[config.mk]
export PLATFORM = sky130hd
export DESIGN_NAME = if_fetch_unit_flat
export DESIGN_NICKNAME = d
export VERILOG_FILES = /design/src/rtl/if_fetch_unit_if.sv /design/src/rtl/if_fetch_unit.sv /design/src/flat_wrapper.sv
export SDC_FILE = /design/constraint.sdc
export NUM_CORES = 1
export LEC_CHECK = 0
export BUFFER_PORTS_ARGS = -buffer_cell sky130_fd_sc_hd__buf_2
export CAP_MARGIN = 20
export CELL_PAD_IN_SITES_DETAIL_PLACEMENT = 2
export CELL_PAD_IN_SITES_GLOBAL_PLACEMENT = 2
export CORE_ASPECT_RATIO = 1.25
export CORE_MARGIN = 5
export CORE_UTILIZATION = 39
export DETAILED_ROUTE_END_ITERATION = 10
export GPL_ROUTABILITY_DRIVEN = 0
export PLACE_DENSITY_LB_ADDON = 0.1
export SYNTH_ARGS = -nofsm -noshare
export SYNTH_HDL_FRONTEND = slang
export SYNTH_SLANG_ARGS = --single-unit
[constraint.sdc]
create_clock -name clk -period 15.1 [get_ports clk]
set_input_delay 1.51 -clock clk [delete_from_list [all_inputs] [get_ports clk]]
set_output_delay 1.51 -clock clk [all_outputs]
set_load 0.05 [all_outputs]
[src/rtl/if_fetch_unit_if.sv]
// if_fetch_unit_if: single-outstanding req/gnt/rvalid instruction bus.
//   master (fetch unit): drives req/addr, samples gnt/rvalid/rdata
//   slave  (memory)    : samples req/addr, drives gnt/rvalid/rdata
`ifndef CPU_WIDTH
`define CPU_WIDTH 32
`endif
`ifndef FLOW_WIDTH
`define FLOW_WIDTH 2
`endif
`ifndef FLOW_STOP
`define FLOW_STOP 2'd0
`endif
`ifndef FLOW_WORK
`define FLOW_WORK 2'd1
`endif
`ifndef FLOW_REFRESH
`define FLOW_REFRESH 2'd2
`endif

interface if_fetch_unit_if;
    logic                  req;
    logic [`CPU_WIDTH-1:0] addr;
    logic                  gnt;
    logic                  rvalid;
    logic [`CPU_WIDTH-1:0] rdata;
    modport master (output req, addr, input gnt, rvalid, rdata);
    modport slave  (input req, addr, output gnt, rvalid, rdata);
endinterface

[src/rtl/if_fetch_unit.sv]
// if_fetch_unit: instruction-fetch front end with a 2-entry instruction FIFO.
//   clk, rst        clock, synchronous active-high reset
//   flow_pc_i       flow-control verdict (WORK / STOP; REFRESH acts as STOP)
//   next_pc_i       redirect target
//   next_pc_four_i  1: sequential advance, 0 with WORK: redirect
//   ibus            instruction bus master (req/addr/gnt/rvalid/rdata)
//   inst_o          FIFO head instruction
//   inst_addr_o     PC of FIFO head
//   inst_valid_o    FIFO non-empty
//   bus_wait_o      FIFO empty
//   fetch_err_o     misaligned redirect seen
// Optional macro FETCH_ALIGN_CHK_EN: flag misaligned redirects and halt fetch
// until the next aligned redirect; otherwise the target is word aligned.
`ifndef CPU_WIDTH
`define CPU_WIDTH 32
`endif
`ifndef FLOW_WIDTH
`define FLOW_WIDTH 2
`endif
`ifndef FLOW_WORK
`define FLOW_WORK 2'd1
`endif

module if_fetch_unit #(
    parameter logic [`CPU_WIDTH-1:0] RESET_PC = 32'h0000_0000
) (
    input  logic                   clk,
    input  logic                   rst,
    input  logic [`FLOW_WIDTH-1:0] flow_pc_i,
    input  logic [`CPU_WIDTH-1:0]  next_pc_i,
    input  logic                   next_pc_four_i,
    if_fetch_unit_if.master        ibus,
    output logic [`CPU_WIDTH-1:0]  inst_o,
    output logic [`CPU_WIDTH-1:0]  inst_addr_o,
    output logic                   inst_valid_o,
    output logic                   bus_wait_o,
    output logic                   fetch_err_o
);
    typedef enum logic [1:0] {S_REQ, S_WAIT, S_DROP} state_t;
    state_t                r_state, w_state_nxt;
    logic [`CPU_WIDTH-1:0] r_req_pc, w_req_pc_nxt;
    logic [`CPU_WIDTH-1:0] r_fifo_addr [2];
    logic [`CPU_WIDTH-1:0] r_fifo_data [2];
    logic                  r_rd_ptr, r_wr_ptr;
    logic [1:0]            r_count;
    logic                  w_work, w_redirect, w_consume, w_credit, w_req, w_push, w_err;
    logic [`CPU_WIDTH-1:0] w_target;

    assign w_work     = flow_pc_i == `FLOW_WORK;
    assign w_redirect = w_work & ~next_pc_four_i;
    assign w_consume  = w_work & next_pc_four_i & inst_valid_o;
    // At most one response is in flight, so occupancy plus outstanding stays <= 2
    assign w_credit   = ({1'b0, r_count} + {2'b0, r_state != S_REQ}) < 3'd2;

`ifdef FETCH_ALIGN_CHK_EN
    logic r_err;
    assign w_target = next_pc_i;
    always_ff @(posedge clk) begin
        if (rst)
            r_err <= 1'b0;
        else if (w_redirect)
            r_err <= |next_pc_i[1:0];
    end
    assign w_err = r_err;
`else
    assign w_target = next_pc_i & ~`CPU_WIDTH'd3;
    assign w_err    = 1'b0;
`endif

    always_comb begin
        w_state_nxt  = r_state;
        w_req_pc_nxt = w_redirect ? w_target : r_req_pc;
        w_req        = 1'b0;
        w_push       = 1'b0;
        case (r_state)
            S_REQ: begin
                w_req = w_credit & ~w_redirect & ~w_err & ~rst;
                if (w_req & ibus.gnt) begin
                    w_req_pc_nxt = r_req_pc + `CPU_WIDTH'd4;
                    w_state_nxt  = S_WAIT;
                end
            end
            S_WAIT: begin
                // A response coinciding with a redirect is stale and is dropped
                if (ibus.rvalid) begin
                    w_push      = ~w_redirect;
                    w_state_nxt = S_REQ;
                end else if (w_redirect) begin
                    w_state_nxt = S_DROP;
                end
            end
            S_DROP: begin
                if (ibus.rvalid)
                    w_state_nxt = S_REQ;
            end
            default: w_state_nxt = S_REQ;
        endcase
    end

    always_ff @(posedge clk) begin
        if (rst) begin
            r_state        <= S_REQ;
            r_req_pc       <= RESET_PC;
            r_rd_ptr       <= 1'b0;
            r_wr_ptr       <= 1'b0;
            r_count        <= 2'd0;
            r_fifo_addr[0] <= '0;
            r_fifo_addr[1] <= '0;
            r_fifo_data[0] <= '0;
            r_fifo_data[1] <= '0;
        end else begin
            r_state  <= w_state_nxt;
            r_req_pc <= w_req_pc_nxt;
            if (w_redirect) begin
                r_rd_ptr <= 1'b0;
                r_wr_ptr <= 1'b0;
                r_count  <= 2'd0;
            end else begin
                // In S_WAIT without a redirect, req_pc is the granted address + 4
                if (w_push) begin
                    r_fifo_addr[r_wr_ptr] <= r_req_pc - `CPU_WIDTH'd4;
                    r_fifo_data[r_wr_ptr] <= ibus.rdata;
                    r_wr_ptr              <= ~r_wr_ptr;
                end
                if (w_consume)
                    r_rd_ptr <= ~r_rd_ptr;
                r_count <= r_count + {1'b0, w_push} - {1'b0, w_consume};
            end
        end
    end

    assign ibus.req     = w_req;
    assign ibus.addr    = r_req_pc;
    assign inst_o       = r_fifo_data[r_rd_ptr];
    assign inst_addr_o  = r_fifo_addr[r_rd_ptr];
    assign inst_valid_o = r_count != 2'd0;
    assign bus_wait_o   = r_count == 2'd0;
    assign fetch_err_o  = w_err;
endmodule

[src/flat_wrapper.sv]
// flat-port wrapper written by rule: the top's interface ports become plain ports
module if_fetch_unit_flat 
#(
    parameter logic [`CPU_WIDTH-1:0] RESET_PC = 32'h0000_0000
)
  (clk, rst, flow_pc_i, next_pc_i, next_pc_four_i, inst_o, inst_addr_o, inst_valid_o, bus_wait_o, fetch_err_o, ibus_req, ibus_addr, ibus_gnt, ibus_rvalid, ibus_rdata);
  if_fetch_unit_if ibus_i ();
  input  logic clk;
  input  logic rst;
  input  logic [`FLOW_WIDTH-1:0] flow_pc_i;
  input  logic [`CPU_WIDTH-1:0] next_pc_i;
  input  logic next_pc_four_i;
  output logic [`CPU_WIDTH-1:0] inst_o;
  output logic [`CPU_WIDTH-1:0] inst_addr_o;
  output logic inst_valid_o;
  output logic bus_wait_o;
  output logic fetch_err_o;
  output wire logic [$bits(ibus_i.req)-1:0] ibus_req;
  output wire logic [$bits(ibus_i.addr)-1:0] ibus_addr;
  input wire logic [$bits(ibus_i.gnt)-1:0] ibus_gnt;
  input wire logic [$bits(ibus_i.rvalid)-1:0] ibus_rvalid;
  input wire logic [$bits(ibus_i.rdata)-1:0] ibus_rdata;
  assign ibus_req = ibus_i.req;
  assign ibus_addr = ibus_i.addr;
  assign ibus_i.gnt = ibus_gnt;
  assign ibus_i.rvalid = ibus_rvalid;
  assign ibus_i.rdata = ibus_rdata;
  if_fetch_unit #(.RESET_PC(RESET_PC)) u_core (.clk(clk), .rst(rst), .flow_pc_i(flow_pc_i), .next_pc_i(next_pc_i), .next_pc_four_i(next_pc_four_i), .ibus(ibus_i), .inst_o(inst_o), .inst_addr_o(inst_addr_o), .inst_valid_o(inst_valid_o), .bus_wait_o(bus_wait_o), .fetch_err_o(fetch_err_o));
endmodule
# Yosys cells after proc, flatten, opt, wreduce, memory -nomap -nowiden
# Memories as Yosys holds them, arrays and structs flattened. A register that Yosys moved wholly into a read port is not among the register bits.
# Cells that the tools add are included.
dict set report word_totals {
  register_bits 38
  ramBits 128
  elab_cells 65
  memories 2
}
dict set report op_classes {
  addsub 5
  order_cmp 1
  n_eq_ne 6
  muxes 27
  bitwise_logic 11
  n_reduce_logical 8
}
# name depth word_bits rd rd_ports_with_merged_regs write_ports line
set mem_list {}
lappend mem_list {u_core.r_fifo_addr 2 32 1 1 2 if_fetch_unit.sv:42} ;# logic [`CPU_WIDTH-1:0] r_fifo_addr [2];
lappend mem_list {u_core.r_fifo_data 2 32 1 1 2 if_fetch_unit.sv:43} ;# logic [`CPU_WIDTH-1:0] r_fifo_data [2];
# cell count
set op_table {}
lappend op_table {{2-to-1 mux 32 bit} 5}
lappend op_table {{OR reduction 32 bit} 2}
lappend op_table {{adder 32 x 3 -> 32 bit, second input constant} 1}
lappend op_table {{subtractor 32 x 3 -> 32 bit, second input constant} 1}
lappend op_table {{2-to-1 mux 1 bit} 17}
lappend op_table {{2-to-1 mux 2 bit} 4}
lappend op_table {{bitwise AND 1 bit} 6}
lappend op_table {{case mux 2 bit (3 select lines)} 1}
lappend op_table {{inverter 1 bit} 5}
lappend op_table {{equality test 2 x 1 -> 1 bit, second input constant} 2}
lappend op_table {{zero test 2 bit} 2}
lappend op_table {{nonzero test 2 bit} 2}
lappend op_table {{adder 2 x 1 -> 3 bit} 1}
lappend op_table {{less-than comparator 3 x 2 -> 1 bit, second input constant} 1}
lappend op_table {{!= test 3 x 2 -> 1 bit, second input constant} 1}
lappend op_table {{AND reduction 3 bit} 1}
lappend op_table {{adder 2 x 1 -> 2 bit} 1}
lappend op_table {{equality test 2 bit, second input constant} 1}
lappend op_table {{!= test 2 x 1 -> 1 bit, second input constant} 1}
lappend op_table {{!= test 2 bit, second input constant} 1}
lappend op_table {{OR reduction 2 bit} 1}
lappend op_table {{subtractor 2 x 1 -> 2 bit} 1}

# Logic depth before layout (Yosys ltp)
dict set report depth {
  ltp_word 11
  mapped_depth 8
}

# Worst setup path after synthesis
# Ideal clock, no wire load.
dict set report synth_path {
  path_kind {input to register}
  startpoint {input port flow_pc_i[0]}
  endpoint {memory u_core.r_fifo_addr[0][0] (netlist bit), enable pin}
  setup_ps 581
  t_arrival_ps 6649
  required_time_ps 14519
  slack_ps 7870
  stages 3
  n_path_buf 1
  path_cell_list {nor3b_1 -> clkbuf_1 -> o31ai_1}
}
# item line
set synth_rtl {}
lappend synth_rtl {{start: declaration} flat_wrapper.sv:10} ;# input logic [`FLOW_WIDTH-1:0] flow_pc_i;
lappend synth_rtl {{end: declaration} if_fetch_unit.sv:42}

# Worst setup path after layout
dict set report layout_path {
  startpoint {input port rst}
  endpoint {output port ibus_req}
}
dict set report layout_via {
  elab_chain_cells 3
}
# item line
set layout_lines {}
lappend layout_lines {{start: declaration} flat_wrapper.sv:9} ;# input logic rst;
lappend layout_lines {{inverter 1 bit} if_fetch_unit.sv:77} ;# w_req = w_credit & ~w_redirect & ~w_err & ~rst;
lappend layout_lines {{bitwise AND 1 bit} if_fetch_unit.sv:77}
lappend layout_lines {{2-to-1 mux 1 bit} if_fetch_unit.sv:75} ;# case (r_state)
lappend layout_lines {{end: declaration} flat_wrapper.sv:18} ;# output wire logic [$bits(ibus_i.req)-1:0] ibus_req;
# No other way between the ends.

==> results.md <==
- R2R cell count: 6
- Total placed cells including tap cells: 1096
- Finished Layout Cells: 1128
- PortBufs: 167
- Chip height: 172 um
- Layout cells sized above 1: 34.8%
- Fin nets: 916
- Cell Rows: 59
- Clock Path Buffers: 2
- Most frequent cells in the layout: buf_2 (167), edfxtp_1 (128), nor2_1 (76), and2_1 (71), mux2_2 (65)
- Post-synthesis mux area share: 9.30%
- Maximum VDD drop: 0.0000791 V
- Die Wd: 140 um
- CTS clk-pin slew, worst paths: 70 ps
- CP required: 13590 ps
- # IOs: 171
- Min Tclk post-route: 5100 ps
- Nature of the critical path endpoint: output pin
- DP Worst Slack: 9970 ps
- Setup TNS: 0 ps
- Compound-gate portion of the synthesized area: 5.26%
- Largest family of logic cells by synthesized area: simple AND/OR/NAND/NOR gates
- GRT overflow: 0
- # DRC: 0
- Data arrival time of the critical path: 3590 ps
- XOR/XNOR Fraction of Synth Area: 5.35%
- Area of the multi-input gates: 3300 um^2
- Startpoint Class: primary input
- Power per Cell Area: 116 nW/um^2
- Register bit total from synthesis: 167
- Final setup fails: 0
- Hold Vio Cnt, Final: 0
- Post-Synth Adder-Cell Area: 0.611%
- Commonest non-fill, non-tap cell in the layout: buf_2
- Initial antenna violation count: 0
- Max Cap Viol: 0
- Layout area overhead: 19.4%
- Async set or reset register ratio after synthesis: 0%
- First-pass GRT wire length: 35800 um
- Critical Path Fanout Max: 34
- Root buffer cell: clkbuf_16
- Initial Util: 39.5%
- Gr usage total: 18.9%
- Final WS setup: 10000 ps
- Number of CTS-inserted buffers: 17
- Syn avg cell area: 11.7 um^2
- Via/cell ratio: 5.24
- Post-Route WL: 22800 um
- Insertion delay to the later sink of the worst-skew pair: 430 ps
- Max H-tree Level: 4
- Antenna diode count: 0
- Setup Skew: 15.9 ps
- Largest net degree at the start of global routing: 65
- Post-DRT Antenna Nets: 0
- Top FF cell, synth: edfxtp_1
- Fill count: 2172
- Drt wl/cell: 20.2 um
- CTS resizes: 0
- Simple-gate share of the synthesized area: 19.4%
- Total clock sinks: 167
- YS warnings: 0
- Max frequency: 196 MHz
- Slew Limit Fails: 0
- TritonCTS clock tree: built
- EDFF count, synth: 128
- Netlist cell types: 59
- Vias in the first global route: 6520
- TritonRoute pass-1 iters: 5
- Core ar.: 20700 um^2
- DRT iter0 DRCs: 154
- Tightest Pin Transition: 1050 ps
- Final period utilization: 33.8%
- Mapped Cells: 702
- Post-CTS Setup Bufs: 0
- Cts hold-fix bufs: 0
- Synthesized area: 8190 um^2
- Worst hold path stage count: 1
- RSZ-0062 raised after global routing: false
- Die area: 24000 um^2
- Final HPWL DP: 15700 um
- Register Area: 4630 um^2
- Pleak: 3.93 nW
- Via count: 5906
- Worst slew margin: 30.1%
- Status: complete, no violations
- Sequential area share after synthesis: 56.5%
- Syn Nets: 777
- Setup CP Type: primary input to output pin
- Hold Crit Class: register to register
synthesized netlist by cell type, types with 5 or more instances:
cell type	instances	area [um^2]
buf_2	12	60.1
inv_1	9	33.8
dfxtp_1	39	781
nor2_1	76	285
edfxtp_1	128	3840
and2_1	71	444
and3_1	9	56.3
nand2_1	19	71.3
mux2_2	65	732
nor4_1	10	62.6
a21oi_1	27	135
nand4_1	17	106
nand3_1	20	100
clkbuf_1	38	143
xnor2_1	23	201
nor3_1	7	35.0
or3_1	5	31.3
o21ai_0	25	125
xor2_1	27	236
kinds of logic after synthesis:
logic type	count (synthesis)
AO/OA/AOI/OAI	73
XOR/XNOR	50
adder cells (fa/ha/maj)	4
buffers and inverters	65
flip-flops	167
multiplexers	68
other	1
AND/OR/NAND/NOR	274
state kept, by name, indices dropped and copies added, names as in the netlist, named ones only:
register and flops:
u_core.ibus.addr 32, u_core.r_count 2, u_core.r_fifo_addr 64, u_core.r_fifo_data 64
u_core.r_rd_ptr 1, u_core.r_state 2, u_core.r_wr_ptr 1
power breakdown:
group / leakage [nW] / total, mW / switching (mW) / internal [mW]
registers: 1.65 / 0.534 / 0.0185 / 0.516
logic: 2.00 / 0.176 / 0.124 / 0.0520
clock network: 0.282 / 0.426 / 0.205 / 0.220
worst max-delay path, stage by stage:
cell     delay (ps)
buf_2           230
inv_1           790
nand2_1         370
nor4_1          350
buf_2           340
through the flow:
step | hold slack [ps] | cell area (um^2) | util, % | power [mW]
after floorplan | 481 | 8190 | - | 0.672
after global placement | 493 | 9210 | 44.4 | 0.716
after detailed placement | 498 | 9210 | 44.4 | 0.723
after CTS | 513 | 9780 | 47.2 | 1.15
after global routing | 536 | 9780 | 47.2 | 1.18
final | 505 | 9780 | 47.2 | 1.14
metal layers:
metal	vias to the layer above	track usage (%)	share of wire [%]
li1	2800	-	-
met1	2958	23.2	43
met2	133	35.0	53
met3	15	3.26	3.5
met4	0	4.42	0.70
met5	-	0	0
layout make-up:
| type | instances | share of cell area [%] |
|---|---|---|
| Sequential cell | 167 | 47.3 |
| Multi-Input combinational cell | 470 | 33.7 |
| Timing Repair Buffer | 176 | 9.23 |
| Clock buffer | 17 | 4.35 |
| Tap cell | 274 | 3.50 |
| Clock inverter | 15 | 1.55 |
| Inverter | 9 | 0.345 |
final timing paths:
| kind | from | to | slack, ps |
|---|---|---|---|
| max | rst | ibus_req | 10000 |
| min | u_core.ibus.addr[0] | u_core.ibus.addr[0] | 500 |
| max reg2reg | u_core.ibus.addr[2] | u_core.r_fifo_addr[0][30] | 12480 |
| min reg2reg | u_core.ibus.addr[0] | u_core.ibus.addr[0] | 500 |
(Power assumes the default switching activity.)
